File: config.mk
export PLATFORM = sky130hd
export DESIGN_NAME = wallace_mult_pipe
export DESIGN_NICKNAME = d
export VERILOG_FILES = /design/src/rtl/wallace_pkg.sv /design/src/rtl/wallace_csa_row.sv /design/src/rtl/wallace_mult_pipe.sv
export SDC_FILE = /design/constraint.sdc
export NUM_CORES = 1
export LEC_CHECK = 0
export CAP_MARGIN = 20
export CORE_ASPECT_RATIO = 2
export CORE_MARGIN = 3
export CORE_UTILIZATION = 58
export CTS_CLUSTER_SIZE = 40
export DETAILED_ROUTE_END_ITERATION = 6
export GPL_ROUTABILITY_DRIVEN = 0
export GPL_TIMING_DRIVEN = 0
export HOLD_SLACK_MARGIN = 0.1
export PLACE_DENSITY = 0.81
export SKIP_CTS_REPAIR_TIMING = 1
export SYNTH_ARGS = -nofsm -noshare
export SYNTH_HDL_FRONTEND = slang
export SYNTH_SLANG_ARGS = --single-unit
File: constraint.sdc
create_clock -name clk -period 4.1 [get_ports clk]
set_input_delay 0.82 -clock clk [delete_from_list [all_inputs] [get_ports clk]]
set_output_delay 0.82 -clock clk [all_outputs]
set_load 0.02 [all_outputs]
File: src/rtl/wallace_pkg.sv
// Shared constants and reduction-depth helpers for the pipelined Wallace multiplier.
// WALLACE_MULT_SIGNED_EN adds one Baugh-Wooley constant row to the partial-product count.
package wallace_pkg;

   localparam int unsigned STAGES    = 3;
   localparam int unsigned CSA_MAX_W = 64;

   typedef struct packed {
      logic [CSA_MAX_W-1:0] sum;
      logic [CSA_MAX_W-1:0] carry;
   } csa_pair_t;

   function automatic int unsigned pp_rows(input int unsigned w);
`ifdef WALLACE_MULT_SIGNED_EN
      return w + 1;
`else
      return w;
`endif
   endfunction

   // Row count entering level lvl; each 3:2 level maps r rows to 2*(r/3) + r%3.
   function automatic int unsigned rows_after(input int unsigned w, input int unsigned lvl);
      int unsigned r;
      r = pp_rows(w);
      for (int unsigned i = 0; i < lvl; i++)
         if (r > 2) r = 2 * (r / 3) + r % 3;
      return r;
   endfunction

   function automatic int unsigned tree_levels(input int unsigned w);
      int unsigned r;
      int unsigned n;
      r = pp_rows(w);
      n = 0;
      while (r > 2) begin
         r = 2 * (r / 3) + r % 3;
         n++;
      end
      return n;
   endfunction

endpackage

File: src/rtl/wallace_csa_row.sv
// One 3:2 carry-save compression level: a row of full-adder cells.
// The carry output is pre-shifted one column left; the carry out of the top bit is dropped.
module wallace_csa_row #(
   parameter int unsigned W = 8
) (
   input  logic [W-1:0] x,
   input  logic [W-1:0] y,
   input  logic [W-1:0] c,
   output logic [W-1:0] sum,
   output logic [W-1:0] carry
);

   assign carry[0] = 1'b0;

   for (genvar i = 0; i < W; i++) begin : g_fa
      assign sum[i] = x[i] ^ y[i] ^ c[i];
      if (i + 1 < W) begin : g_cy
         assign carry[i+1] = (x[i] & y[i]) | (x[i] & c[i]) | (y[i] & c[i]);
      end
   end

endmodule

File: src/rtl/wallace_mult_pipe.sv
// 3-stage pipelined Wallace-tree multiplier (W x W -> 2W) with valid/ready and a sideband tag.
// Define WALLACE_MULT_SIGNED_EN to add the sgn port and Baugh-Wooley two's-complement mode.
module wallace_mult_pipe
   import wallace_pkg::*;
#(
   parameter int unsigned W     = 4,
   parameter int unsigned TAG_W = 4
) (
   input  logic             clk,
   input  logic             rst,
   input  logic             in_valid,
   output logic             in_ready,
   input  logic [W-1:0]     a,
   input  logic [W-1:0]     b,
   input  logic [TAG_W-1:0] in_tag,
`ifdef WALLACE_MULT_SIGNED_EN
   input  logic             sgn,
`endif
   output logic             out_valid,
   input  logic             out_ready,
   output logic [2*W-1:0]   z,
   output logic [TAG_W-1:0] out_tag
);

   localparam int unsigned PW    = 2 * W;
   localparam int unsigned R     = pp_rows(W);
   localparam int unsigned L     = tree_levels(W);
   localparam int unsigned SPLIT = (L + 1) / 2;
   localparam int unsigned R1    = rows_after(W, SPLIT);

   logic             adv;
   logic             v1, v2;
   logic [TAG_W-1:0] t1, t2;
   logic [PW-1:0]    tree [0:L][0:R-1];
   logic [PW-1:0]    s1_q [0:R1-1];
   logic [PW-1:0]    s2_q [0:1];
   logic [PW-1:0]    cpa_sum;
   logic [PW-1:0]    cpa_cy;

   assign adv      = !out_valid || out_ready;
   assign in_ready = adv;

   for (genvar i = 0; i < W; i++) begin : g_pp
      logic [W-1:0] term;
      for (genvar j = 0; j < W; j++) begin : g_term
`ifdef WALLACE_MULT_SIGNED_EN
         if ((i == W - 1) != (j == W - 1)) begin : g_inv
            assign term[j] = (a[j] & b[i]) ^ sgn;
         end else begin : g_pos
            assign term[j] = a[j] & b[i];
         end
`else
         assign term[j] = a[j] & b[i];
`endif
      end
      assign tree[0][i] = {{W{1'b0}}, term} << i;
   end

`ifdef WALLACE_MULT_SIGNED_EN
   logic [PW-1:0] bw_const;
   always_comb begin
      bw_const       = '0;
      bw_const[W]    = sgn;
      bw_const[PW-1] = sgn;
   end
   assign tree[0][W] = bw_const;
`endif

   // Level SPLIT reads the S1 register instead of the combinational tree, cutting the tree in two.
   for (genvar lv = 0; lv < L; lv++) begin : g_lvl
      localparam int unsigned N_IN = rows_after(W, lv);
      localparam int unsigned G    = N_IN / 3;
      logic [PW-1:0] src [0:N_IN-1];

      for (genvar r = 0; r < N_IN; r++) begin : g_src
         if (lv == SPLIT) begin : g_reg
            assign src[r] = s1_q[r];
         end else begin : g_comb
            assign src[r] = tree[lv][r];
         end
      end

      for (genvar k = 0; k < G; k++) begin : g_csa
         wallace_csa_row #(.W(PW)) u_row (
            .x     (src[3*k]),
            .y     (src[3*k+1]),
            .c     (src[3*k+2]),
            .sum   (tree[lv+1][2*k]),
            .carry (tree[lv+1][2*k+1])
         );
      end

      for (genvar k = 3 * G; k < N_IN; k++) begin : g_pass
         assign tree[lv+1][k-G] = src[k];
      end
   end

   for (genvar r = 0; r < R1; r++) begin : g_s1
      always_ff @(posedge clk or posedge rst) begin
         if (rst)
            s1_q[r] <= '0;
         else if (adv)
            s1_q[r] <= tree[SPLIT][r];
      end
   end

   assign cpa_cy[0] = 1'b0;
   for (genvar i = 0; i < PW; i++) begin : g_cpa
      assign cpa_sum[i] = s2_q[0][i] ^ s2_q[1][i] ^ cpa_cy[i];
      if (i + 1 < PW) begin : g_cy
         assign cpa_cy[i+1] = (s2_q[0][i] & s2_q[1][i]) | (cpa_cy[i] & (s2_q[0][i] ^ s2_q[1][i]));
      end
   end

   // z/out_tag only load on a valid S2 entry so they keep the last result across bubbles.
   always_ff @(posedge clk or posedge rst) begin
      if (rst) begin
         v1        <= 1'b0;
         v2        <= 1'b0;
         out_valid <= 1'b0;
         t1        <= '0;
         t2        <= '0;
         s2_q[0]   <= '0;
         s2_q[1]   <= '0;
         z         <= '0;
         out_tag   <= '0;
      end else if (adv) begin
         v1        <= in_valid;
         v2        <= v1;
         out_valid <= v2;
         t1        <= in_tag;
         t2        <= t1;
         s2_q[0]   <= tree[L][0];
         s2_q[1]   <= tree[L][1];
         if (v2) begin
            z       <= cpa_sum;
            out_tag <= t2;
         end
      end
   end

endmodule

# Word-level counts from Yosys, hierarchy flattened
# Cells that the tools add are included.
# classes
bitwise,74
n_reduce_logical,3
# op_table
operator,count
$and A1 B1 Y1,41
$xor A1 B1 Y1,20
$or A1 B1 Y1,13
$reduce_and A2 Y1,1
$logic_not A1 Y1,1
$logic_or A1 B1 Y1,1
# totals
regBits,48

# Longest topological paths before layout
# Gate-level depths: netlist (run 1).
# logic_depth
depth_word,7
mapped_depth,6
mapped_depth_nobuf,6

# Modules after synthesis
# Synthesis (run 1) repeated with hierarchy kept, for this count alone.
# unflattened
hier_cells,267
area_unflattened_um2,2861.5
# by_module_without_submodules
mod,seq_area_each_um2,area_each_um2,n_inst,cells_each
wallace_mult_pipe,1476.4,2511.2,1,247
wallace_csa_row,0.0,175.2,2,10

# Worst setup path after synthesis (run 1)
# Ideal clock, no wire load.
# synth_path
path_type,in2out
startpoint,input out_ready
endpoint,output in_ready
slack_ps,2032
cell_stages,4
required_time_ps,3280
arrival_time_ps,1248
path_cell_list,nor2b_4 buf_6 inv_4 buf_2
# synth_via
elab_chain_cells,1
# synth_rtl
element,line,text
"start, declared",wallace_mult_pipe.sv:20,"input logic out_ready,"
$logic_or A1 B1 Y1,wallace_mult_pipe.sv:40,assign adv = !out_valid || out_ready;
"end, declared",wallace_mult_pipe.sv:12,"output logic in_ready,"
# No other way between the ends.

# Final worst setup path (run 1)
# Same ends and word-level chain as after synthesis.

==> results of run 1 <==
worst max-delay path, stage by stage:
cell and delay [ns]:
clkdlybuf4s50_1 0.52, nor2b_4 0.05, buf_6 0.13, inv_4 0.07
buf_2 0.24, clkdlybuf4s50_1 0.65
Yosys cell counts:
cell,n,area [um^2]
o21ai_0,7,35.0
inv_1,5,18.8
buf_6,2,22.5
clkbuf_1,4,15.0
dfrtp_1,48,1200
nand2_4,1,11.3
nand2_1,94,353
inv_4,1,6.26
mux2_2,2,22.5
nor2b_4,1,13.8
ha_1,4,50.1
and2_1,10,62.6
nand3_1,6,30.0
mux2_4,8,120
buf_2,3,15.0
fa_1,8,160
area by class of cell:
cell class | count | area (um^2)
buffer | 9 | 52.6
inverter | 6 | 25.0
clock buffer | 6 | 72.6
sequential | 48 | 1200
clock inverter | 1 | 5.00
fill | 272 | 868
tap | 48 | 60.1
timing repair buffer | 30 | 310
multi-input combinational | 141 | 858
power by group:
part,internal [W],total [W],switching [W]
clock network,0.000116,0.000260,0.000144
logic,0.000289,0.000576,0.000287
registers,0.000618,0.000703,0.0000846
stage by stage:
stage | std cells | hold WS [ns] | cell area, um^2 | setup WS [ns] | total power [W]
finish | 289 | 0.469 | 2580 | 0.797 | 0.00154
global route | 289 | 0.490 | 2580 | 0.749 | 0.00164
CTS | 289 | 0.474 | 2580 | 0.799 | 0.00156
detailed placement | 282 | 0.455 | 2510 | 0.807 | 0.00130
global placement | 281 | 0.449 | 2490 | 0.831 | 0.00126
floorplan | 204 | 0.435 | 2140 | 2.03 | 0.00107
how the worst min path moves through the flow:
stage	start	endpoint	slack, ns
3_3_place_gp	t1[2]	t1[2]	0.45
2_1_floorplan	t2[3]	t2[3]	0.43
5_1_grt	t1[1]	t1[1]	0.49
4_1_cts	t1[2]	t1[2]	0.47
6_report	t2[2]	t2[2]	0.47
3_5_place_dp	v1	v1	0.46
state kept, by name (all words and copies together) (netlist names):
register and count:
g_lvl.src 14, s2_q 11, z 8, out_tag 4, t1 4, t2 4
out_valid 1, v1 1, v2 1
logic make-up (layout without fill, tap and decap cells):
family                   count (synthesis)  in the layout  synth area share
multiplexers                            10             10            0.0667
AO/OA/AOI/OAI                            7              7            0.0164
AND/OR/NAND/NOR                        112            112             0.220
flip-flops                              48             48             0.562
buffers and inverters                   15             52            0.0363
adder cells (fa/ha/maj)                 12             12            0.0984
layout by cell type, fill, tap and decap left out, types with 2 or more instances in the layout:
cell and instances:
dfrtp_1 48, clkdlybuf4s50_1 29, buf_6 2, o21ai_0 7
nand3_1 6, and2_1 10, nand2_1 94, clkbuf_8 5
mux2_2 2, inv_1 4, ha_1 4, mux2_4 8
buf_2 3, fa_1 8, clkbuf_1 5
per-layer routing:
layer,GRT usage,part of all wire
met5,0,0
met4,0.0855,0.024
met3,0.0293,0.028
met2,0.375,0.56
met1,0.210,0.38
==> run_results.csv, run 1 <==
group,metric,value,unit
sta,setup_tns,0,ns
job,drv_cap,0,
critical_path,cp.arrival,2.48,ns
finish,utilization,0.749,
die,rows,30,
synthesis,synth_cell_types,16,
synthesis,ys_ff_latch,48,
place,hpwl,2920,um
die,die-area,0.00449,mm^2
drt,first_pass_iters,4,
die,start_util,0.619,
critical_path,r2r-start,"s2_q[3]",
drt,ant_nets,0,
clocking,cts_htree_levels,2,
power,ir_worst_vdd,0.000420,V
synthesis,netlist_area,0.00214,mm^2
clocking,clk_pin_slew,0.08,ns
clocking,cts_sinks,48,
drt,wl,3790,um
die,io_pins,30,
die,core,0.00345,mm^2
status,status,"completed",
sta,max_freq,303,MHz
sta,clock-skew-final,0.00639,ns
drt,avgRoutedWirePerCell,13.1,um
critical_path,worstPathRequired,3.28,ns
finish,area_growth_syn_to_layout,21.0,%
critical_path,reg2reg_depth,6,
global_routing,grtUsageTotal,0.198,
die,die_y,91.8,um
sta,worst-slew-pin-transition,0.484,ns
critical_path,reg2reg_to,"z[6]",
clocking,cts_tree,"done",
global_routing,grt-ovfl-total,0,
synthesis,syn_avg_cell_area,10.5,um^2
critical_path,setup.worst_path.end,"in_ready",
finish,drive_above_1_share,0.108,
global_routing,antenna_found_initial,0,
sta,maxSlewHeadroom,0.678,
drt,vias,1470,
clocking,clockBufferDepth,2,
global_routing,grt_max_degree,41,
critical_path,endpoint_kind,"output pin",
synthesis,ys_warn_count,0,
critical_path,r2r_slack,1.97,ns
critical_path,worst-path-max-fanout,10,
synthesis,synth_seq_area_share,0.562,
place,portBuffers,29,
sta,drv_slew,0,
die,fp.dieW,48.9,um
drt,drc,0,
sta,setup_viol,0,
sta,rsz0062_at_grt,"false",
critical_path,critPathLaunchType,"input pin",
clocking,cts_buffers,5,
worst_hold_path,hold_class,"reg -> reg",
synthesis,syn_inst,204,
clocking,cts-root-buf,"clkbuf_8",
synthesis,syn_nets,232,
power,p_per_area,596,mW/mm^2
critical_path,critPathKind,"in -> out",
global_routing,grt_first_pass_wirelength,6780,um
drt,drtIter0Drc,33,
global_routing,grt_pass1_vias,1561,
sta,post-route-period-util,0.806,
finish,fin_nets,269,
sta,period_needed,3.30,ns
sta,hold_viol_final,0,
drt,viasPerCell,5.09,
power,leakagePower,1.33,nW
critical_path,worstSetupStartpoint,"out_ready",
finish,antennaDiodeCount,0,
clocking,worst_skew_pair.late_latency,0.29,ns
worst_hold_path,min_path_cells,2,
Power figures use the tool's default switching activity.
==> run 2: changes to the inputs <==
- CORE_UTILIZATION: 58 -> 54
- PLACE_DENSITY: 0.81 -> 0.76
- clock period: 4.1 -> 3.1 ns (I/O delays scaled with it)
==> run_results.csv, run 2 (synthesis results as in run 1) <==
group,metric,value,unit
worst_hold_path,hp-start,"t1[2]",
global_routing,grt_max_degree,42,
clocking,cts_htree_levels,2,
critical_path,reg2reg_to,"z[6]",
die,rows,31,
drt,viasPerCell,4.92,
finish,fillers,323,
critical_path,crit_path_max_incr_delay,0.64,ns
sta,drv_slew,0,
sta,setup_tns,0,ns
global_routing,grt_first_pass_wirelength,6780,um
finish,layout_common_cells,"94 x nand2_1, 48 x dfrtp_1, 29 x clkdlybuf4s50_1",
place,hpwl,2930,um
global_routing,antenna_found_initial,0,
power,ir_worst_vdd,0.000445,V
place,placed_cell_area,0.00251,mm^2
finish,layout_commonest_cell,"nand2_1",
clocking,cts_sinks,48,
sta,period_needed,2.87,ns
finish,drive_above_1_share,0.116,
global_routing,grt_pass1_vias,1491,
drt,drtIter0Drc,34,
drt,first_pass_iters,4,
clocking,cts_buffers,5,
critical_path,r2r-start,"s2_q[3]",
sta,clock-skew-final,0.00893,ns
critical_path,r2r_slack,1.03,ns
sta,rsz0062_at_grt,"false",
global_routing,grt-ovfl-total,0,
place,portBuffers,29,
sta,setup_viol,0,
worst_hold_path,hold_path_end,"t1[2]",
die,die-area,0.00479,mm^2
die,core,0.00372,mm^2
critical_path,critPathKind,"in -> out",
critical_path,crit_chain,"clkdlybuf4s50_1 -> nor2b_4 -> buf_6 -> inv_4 -> buf_2 -> clkdlybuf4s50_1",
critical_path,reg2reg_depth,6,
finish,area_growth_syn_to_layout,22.6,%
clocking,clockBufferDepth,2,
sta,post-route-period-util,0.927,
critical_path,worst-path-max-fanout,10,
drt,avgRoutedWirePerCell,13.2,um
die,fp.dieW,50.5,um
sta,maxSlewHeadroom,0.682,
worst_hold_path,hold_class,"reg -> reg",
critical_path,cp.arrival,2.25,ns
critical_path,critPathBufInv,5,
sta,hold_viol_final,0,
die,die_y,95.0,um
die,start_util,0.574,
finish,largest_reg_flops,14,
clocking,cts-root-buf,"clkbuf_8",
critical_path,critPathLaunchType,"input pin",
drt,ant_nets,0,
sta,max_freq,348,MHz
clocking,worst_skew_pair.late_latency,0.30,ns
die,io_pins,30,
critical_path,worstPathRequired,2.48,ns
clocking,clk_pin_slew,0.08,ns
finish,antennaDiodeCount,0,
drt,vias,1433,
job,drv_cap,0,
power,leakagePower,1.34,nW
status,status,"completed",
drt,wl,3840,um
drt,drc,0,
sta,worst-slew-pin-transition,0.477,ns
critical_path,crit_top_cell,"clkdlybuf4s50_1",
critical_path,path_delay_family,"buffers and inverters",
finish,fin_nets,269,
clocking,cts_tree,"done",
finish,stdcell_area,0.00262,mm^2
critical_path,crit_slowest_cell,"clkdlybuf4s50_1",
global_routing,grtUsageTotal,0.195,
critical_path,endpoint_kind,"output pin",
power,p_per_area,815,mW/mm^2
worst_hold_path,min_path_cells,2,
## run 2: cell types whose count changed in the layout (fill, tap and decap cells not counted), sizes merged
cell,before,now
clkinvlp,0,1
bufinv,0,1
clkbuf,10,9
## run 2: cell type report
cell class              instances  area [um^2]  area share
plain buffers                   9         52.6      0.0201
clock buffers                   5         68.8      0.0263
clock inverters                 3         42.5      0.0162
inverters                       6         25.0     0.00955
multi-input cells             141          858       0.328
flip-flops and latches         48         1200       0.458
well taps                      49         61.3      0.0234
repair buffers                 30          310       0.118
## run 2: per-layer routing
metal / share of wire / global-route usage / vias to the layer above / routed length (um)
li1: - / - / 711 / -
met1: 0.37 / 0.212 / 689 / 1420
met2: 0.58 / 0.349 / 25 / 2210
met3: 0.032 / 0.0442 / 8 / 121
met4: 0.021 / 0.0921 / 0 / 80
met5: 0 / 0 / - / 0
## run 2: worst max path at each step
stage / from / end / slack (ns) / cells after the start
after floorplan: s2_q[3] / z[6] / 1.14 / 6
after global placement: out_ready / in_ready / 0.23 / 6
after detailed placement: out_ready / in_ready / 0.23 / 6
after CTS: out_ready / in_ready / 0.21 / 6
after global routing: out_ready / in_ready / 0.16 / 6
final: out_ready / in_ready / 0.23 / 6
## run 2: per-stage QoR
| step | instances | utilization | hold slack [ns] | worst slack, ns | power (W) |
|---|---|---|---|---|---|
| floorplan | 204 | - | 0.435 | 1.14 | 0.00141 |
| global route | 291 | 0.704 | 0.495 | 0.162 | 0.00228 |
| finish | 291 | 0.704 | 0.472 | 0.228 | 0.00214 |
| detailed placement | 283 | 0.674 | 0.455 | 0.229 | 0.00172 |
| global placement | 282 | 0.668 | 0.449 | 0.229 | 0.00167 |
| CTS | 291 | 0.704 | 0.475 | 0.215 | 0.00216 |
## run 2: worst register-to-register path: cells and delay by family, from the launching register on
| family | cells | cell delay, ns |
|---|---|---|
| fa+ha+maj | 4 | 1.38 |
| flops | 1 | 0.39 |
| compound gates | 1 | 0.15 |
| buf+inv | 1 | 0.07 |
## run 2: power by group
part	switching, W	internal [W]
combinational	0.000379	0.000383
sequential	0.000113	0.000818
clock	0.000205	0.000239
==> run 3: changes to the inputs <==
--- a/constraint.sdc
+++ b/constraint.sdc
@@ -3,2 +3,2 @@
 set_output_delay 0.62 -clock clk [all_outputs]
-set_load 0.02 [all_outputs]
+set_load 0.1 [all_outputs]
==> run_results.csv, run 3 (synthesis results as in run 1) <==
group,metric,value,unit
finish,finalNonFillerCells,291,
place,portBuffers,29,
finish,area_growth_syn_to_layout,22.7,%
finish,layout_common_cells,"94 x nand2_1, 48 x dfrtp_1, 28 x clkdlybuf4s50_1",
critical_path,endpoint_kind,"output pin",
sta,hold_viol_final,0,
status,status,"completed",
die,die_y,95.0,um
global_routing,grt_max_degree,42,
critical_path,worst-path-max-fanout,10,
global_routing,grt_first_pass_wirelength,6780,um
place,placedCellCount,283,
clocking,cts-root-buf,"clkbuf_8",
sta,maxSlewHeadroom,0.342,
sta,period_needed,3.01,ns
place,placed_cell_area,0.00251,mm^2
sta,worst-slew-pin-transition,0.984,ns
finish,antennaDiodeCount,0,
critical_path,critPathKind,"in -> out",
clocking,cts_buffers,5,
clocking,clk_pin_slew,0.08,ns
place,hpwl,2930,um
sta,rsz0062_at_grt,"false",
clocking,cts_sinks,48,
die,io_pins,30,
worst_hold_path,hold_class,"reg -> reg",
critical_path,cp.arrival,2.39,ns
sta,max_freq,333,MHz
die,start_util,0.574,
sta,drv_slew,0,
sta,post-route-period-util,0.970,
drt,drc,0,
drt,drtIter0Drc,34,
drt,wl,3840,um
die,core,0.00372,mm^2
finish,largest_reg_flops,14,
global_routing,grt-ovfl-total,0,
die,die-area,0.00479,mm^2
finish,stdcell_area,0.00262,mm^2
critical_path,critPathLaunchType,"input pin",
power,leakagePower,1.34,nW
clocking,clockBufferDepth,2,
finish,fillers,322,
drt,viasPerCell,4.92,
drt,vias,1433,
clocking,cts_htree_levels,2,
finish,fin_nets,269,
finish,layout_commonest_cell,"nand2_1",
drt,first_pass_iters,4,
die,fp.dieW,50.5,um
die,rows,31,
job,drv_cap,0,
sta,clock-skew-final,0.00898,ns
drt,avgRoutedWirePerCell,13.2,um
global_routing,antenna_found_initial,0,
critical_path,worstPathRequired,2.48,ns
sta,setup_viol,0,
global_routing,grt_pass1_vias,1491,
power,p_per_area,999,mW/mm^2
clocking,worst_skew_pair.late_latency,0.30,ns
clocking,cts_tree,"done",
finish,drive_above_1_share,0.116,
power,ir_worst_vdd,0.000522,V
global_routing,grtUsageTotal,0.195,
drt,ant_nets,0,
[run 3: cell count changes in the layout (fill, tap and decap cells not counted), sizes merged]
cell and change:
clkdlybuf4s50 -1, dlymetal6s2s +1
[run 3: layout make-up]
type | count | area [um^2] | area share
sequential | 48 | 1200 | 0.458
multi-input combinational | 141 | 858 | 0.327
timing repair buffer | 30 | 313 | 0.119
clock buffer | 5 | 68.8 | 0.0262
tap | 49 | 61.3 | 0.0234
buffer | 9 | 52.6 | 0.0200
clock inverter | 3 | 42.5 | 0.0162
inverter | 6 | 25.0 | 0.00954
[run 3: final timing paths]
| kind | startpoint | endpoint | slack [ns] | cells past startpoint |
|---|---|---|---|---|
| max reg2reg | s2_q[3] | z[6] | 1.03 | 6 |
| min | t1[2] | t1[2] | 0.47 | 2 |
| min reg2reg | t1[2] | t1[2] | 0.47 | 2 |
| max in group asynchronous | rst | g_lvl[1].src[11] | 2.10 | 3 |
| max | out_ready | in_ready | 0.09 | 6 |
| min in group asynchronous | rst | out_tag[2] | 0.54 | 2 |
[run 3: per-stage QoR]
stage               TNS [ns]  hold WS (ns)  total power, W  utilization  setup slack, ns
global placement      -0.302         0.449         0.00216        0.668           -0.302
global route               0         0.495         0.00276        0.704           0.0333
floorplan                  0         0.435         0.00189            -            0.818
CTS                   -0.316         0.475         0.00265        0.704           -0.316
detailed placement    -0.302         0.455         0.00220        0.674           -0.302
finish                     0         0.471         0.00262        0.704           0.0925
[run 3: where the power goes]
group,switching [W],internal [W],total (W),leakage [nW]
Clock,0.000205,0.000239,0.000444,0.0541
Sequential,0.000113,0.000818,0.000931,0.606
Combinational,0.000865,0.000380,0.00124,0.685
Total,0.00118,0.00144,0.00262,1.34
[run 3: routing by layer]
metal,vias to the layer above,part of all wire,routed length (um),global-route usage
met5,-,0,0,0
met4,0,0.021,80,0.0921
met3,8,0.032,121,0.0442
met2,25,0.58,2210,0.349
met1,689,0.37,1420,0.212
li1,711,-,-,-
[run 3: worst max-delay path, stage by stage]
cell             delay (ns)
clkdlybuf4s50_1        0.51
nor2b_4                0.05
buf_6                  0.13
inv_4                  0.08
buf_2                  0.23
dlymetal6s2s_1         0.78
==> RTL change 1 (settings of run 1) <==
Make the reset (`rst`) synchronous in 2 clocked blocks.
--- a/src/rtl/wallace_mult_pipe.sv
+++ b/src/rtl/wallace_mult_pipe.sv
@@ -98,3 +98,3 @@
    for (genvar r = 0; r < R1; r++) begin : g_s1
-      always_ff @(posedge clk or posedge rst) begin
+      always_ff @(posedge clk) begin
          if (rst)
@@ -115,3 +115,3 @@
    // z/out_tag only load on a valid S2 entry so they keep the last result across bubbles.
-   always_ff @(posedge clk or posedge rst) begin
+   always_ff @(posedge clk) begin
       if (rst) begin
Function: differs if rst is asserted again (counterexample within 4 cycles, from zero or initial values and one cycle with rst high); with rst held inactive, the same outputs for 10 cycles.
==> RTL change 1 against run 1 <==
Area after synthesis decreased by 0.76%; global-route usage decreased by 0.75 points; setup slack gained 0.20 ns; design area down 0.73%; fmax increased by 6.3%; sequential cell count stayed put; routed wire length down 2.1%.
Power is not compared: it rests on default switching activity, and its combinational part moved more than twofold at a synthesized area within 25%.
==> RTL change 1: results (changes against run 1) <==
[logic_synthesis]
netlist_instances = 183  ; -10%
synth_async_sr_flop_share_pct = 0  ; -100 points
synth.net_count = 211  ; -9.1%
synth_cell_types = 23  ; +7
synth_area_leaders = edfxtp_1, dfxtp_1, and2_1
netlist_top_cells_count = and2_1, edfxtp_1, dfxtp_1, a21oi_1, nand2_1
synth_edf_count = 25  ; +25
ys_seq_area_share_pct = 57.1  ; +0.90 points
synthFlopType = edfxtp_1

[power_and_ir_drop]
leakage_nw = 1.02

[setup_path]
cp_slowest_stage_delay_ns = 0.53  ; -0.12 ns
r2r_end = z[6]
crit_arrival_ns = 2.29  ; -0.19 ns
r2r_setup_slack_ns = 2.02  ; +0.05 ns
r2r-start = s2_q[0][3]
reg2regPathDepth = 8  ; +2

[place]
dp.final_hpwl_um = 2910  ; -0.42%
placed_cells = 259  ; -8.2%
dpl-instance-area_um2 = 2460  ; -1.8%
dpl_worst_slack_ns = 0.981  ; +0.174 ns

[grt]
grt_pass1_wl_um = 6440  ; -4.9%
grt_pass1_vias = 1513  ; -3.1%
grt_max_degree = 26  ; -37%
track_usage_pct = 19.0  ; -0.75 points

[timing]
skew_ns = 0.00741  ; +0.00102 ns
hold_slack_ns = 0.461  ; -0.00830 ns
slew_headroom_pct = 62.7  ; -5.0 points
layout_min_cycle_time_ns = 3.11  ; -0.197 ns

[detailed_routing]
viasPerCell = 5.32  ; +4.6%
routedWlPerCell_um = 13.8  ; +5.6%
drt_iter0_drc = 28  ; -15%
drt_wl_total_um = 3710  ; -2.1%

[layout]
drive_gt1_share_pct = 10.5  ; -0.33 points
n_fill_cell = 258  ; -5.1%

[min_path]
min_from = t1[1]
worst_hold_path.endpoint = t1[1]

[status]
status = completed

-- RTL change 1: cell count changes in the layout (fill, tap and decap cells not counted), sizes merged, moves of 6 or more --
| cell | before | now |
|---|---|---|
| edfxtp | 0 | 25 |
| and3 | 0 | 6 |
| a21oi | 0 | 23 |
| dfrtp | 48 | 0 |
| dfxtp | 0 | 23 |
| nand2 | 95 | 20 |
| mux2 | 10 | 0 |
| and2 | 10 | 29 |
| buf | 6 | 12 |
-- RTL change 1: worst max-delay path, delay by kind of cell --
kind / cells / cell delay, ns
simple gates: 1 / 0.23
buf+inv: 4 / 1.23
-- RTL change 1: area by class of cell --
type | count | area, um^2 | area share, %
Buffer | 11 | 101 | 3.95
Clock buffer | 7 | 86.3 | 3.36
Clock inverter | 1 | 7.51 | 0.293
Inverter | 9 | 33.8 | 1.32
Multi-Input combinational cell | 115 | 774 | 30.2
Sequential cell | 48 | 1210 | 47.2
Tap cell | 48 | 60.1 | 2.34
Timing Repair Buffer | 29 | 292 | 11.4
-- RTL change 1: per-layer routing --
| metal | part of all wire [%] | up-vias | global-route usage [%] |
|---|---|---|---|
| met5 | 0 | - | 0 |
| met4 | 2.5 | 0 | 9.50 |
| met3 | 3.6 | 9 | 4.43 |
| met2 | 61 | 36 | 38.5 |
| met1 | 32 | 695 | 16.0 |
| li1 | - | 686 | - |
-- RTL change 1: logic make-up (layout without fill, tap and decap cells) --
logic type / Yosys count / in the layout / synth area share, %
compound gates: 35 / 35 / 8.97
simple gates: 68 / 68 / 17.6
fa+ha+maj: 12 / 12 / 9.91
flops: 48 / 48 / 57.1
buf+inv: 20 / 57 / 6.37
==> RTL change 2 (settings of run 1) <==
Made on the original files. `TAG_W`: 4 -> 3.
--- a/src/rtl/wallace_mult_pipe.sv
+++ b/src/rtl/wallace_mult_pipe.sv
@@ -6,3 +6,3 @@
    parameter int unsigned W     = 4,
-   parameter int unsigned TAG_W = 4
+   parameter int unsigned TAG_W = 3
 ) (
Ports: changed (resized in_tag and out_tag); port bits go from 30 to 28. The function was not compared with the original's and may differ.
==> RTL change 2 against run 1 <==
First-iteration DRC count decreased by 15%; via count decreased by 3.1%; sequential power fell by 5.5%; sequential cell count shrank 3; setup slack got worse by 0.038 ns; design area shrank 6.5%; sequential share of layout area rose by 0.14 points; routed wire length rose by 7.9%; power is 3.9% lower; non-clock buffer count down 3; area after synthesis fell by 5.2%; hold slack gained 0.0045 ns; critical endpoint unchanged; largest cell class unchanged; largest power group unchanged.
==> RTL change 2: results (changes against run 1) <==
[layout]
layoutNonFillerInstCount = 260  ; -10%
n_clock_buffer = 8  ; +2
seq_cell_count = 45  ; -6.3%
final_nets = 255  ; -5.2%
n_fill_cell = 246  ; -9.6%
nMultiInputCombCells = 134  ; -5.0%
multiInputGateArea_um2 = 820  ; -4.5%
final-clk-cell-share_pct = 3.31  ; +0.31 points
drive_gt1_share_pct = 10.0  ; -0.74 points
layout.non_clock_buffers = 36  ; -7.7%
buffer_area_share_pct = 13.6  ; -0.47 points
seq_area_um2 = 1130  ; -6.2%
area_growth_pct = 19.2

[detailed_routing]
drt_iter0_drc = 28  ; -15%
drt_first_pass_iters = 4  ; unchanged
vias = 1425  ; -3.1%
drt_wl_total_um = 4090  ; +7.9%

[setup_path]
r2r-start = s2_q[3]
crit_arrival_ns = 2.52  ; +0.04 ns
worstPathMaxFanout = 10  ; unchanged

[timing]
hold_slack_ns = 0.474  ; +0.00454 ns
final.period_utilization_pct = 81.5  ; +0.92 points
tightest_slew_ns = 0.900  ; +0.416 ns
skew_ns = 0.00816  ; +0.00177 ns

[min_path]
worst_hold_path.endpoint = s2_q[9]
min_from = g_lvl[1].src[17]

[logic_synthesis]
synth_cell_types = 17  ; +1
synth_compound_area_share_pct = 1.73  ; +0.089 points
avgSynthCellArea_um2 = 10.4  ; -0.26%
synth.net_count = 221  ; -4.7%
synth_area_leaders = dfrtp_1, nand2_1, fa_1
ys_seq_area_share_pct = 55.6  ; -0.65 points
muxShareOfSynthArea_pct = 6.48  ; -0.19 points
synth_fa_ha_area_share_pct = 10.4  ; +0.53 points
netlist_top_cells_count = nand2_1, dfrtp_1, and2_1, fa_1, mux2_4

[power_and_ir_drop]
netSwitchingFraction_pct = 34.1  ; +0.61 points
peakVddDrop_mv = 0.389  ; -7.4%
leakage_nw = 1.25  ; -5.9%

[grt]
grt_max_degree = 46  ; +12%
grt_pass1_wl_um = 6670  ; -1.5%
grt_pass1_vias = 1515  ; -2.9%
antenna_found_initial = 0  ; unchanged
track_usage_pct = 22.3  ; +2.6 points

[place]
dpl-instance-area_um2 = 2340  ; -6.8%
placed_cells = 252  ; -11%
port_buffers = 27  ; -6.9%
dpl_worst_slack_ns = 0.768  ; -0.0395 ns
dp.final_hpwl_um = 3130  ; +7.2%

[clock_network]
htreeDepth = 2  ; unchanged

[status]
status = completed

RTL change 2: power groups by stage:
stage               logic, W  registers, W  clock network (W)
global placement    0.000524      0.000657                  0
finish              0.000555      0.000664           0.000260
global route        0.000604      0.000681           0.000287
detailed placement  0.000558      0.000675                  0
floorplan           0.000285      0.000717                  0
CTS                 0.000563      0.000666           0.000264
RTL change 2: cells by family (layout without fill, tap and decap cells):
kind of cell	Yosys count	after routing
buffers and inverters	15	50
AO/OA/AOI/OAI	7	7
adder cells (fa/ha/maj)	12	12
AND/OR/NAND/NOR	106	106
flip-flops	45	45
multiplexers	9	9
RTL change 2: per-layer routing:
metal | up-vias | track usage [%] | routed length, um
met5 | - | 0 | 0
met4 | 0 | 7.60 | 82
met3 | 12 | 5.39 | 133
met2 | 32 | 41.7 | 2440
met1 | 718 | 22.4 | 1430
li1 | 663 | - | -
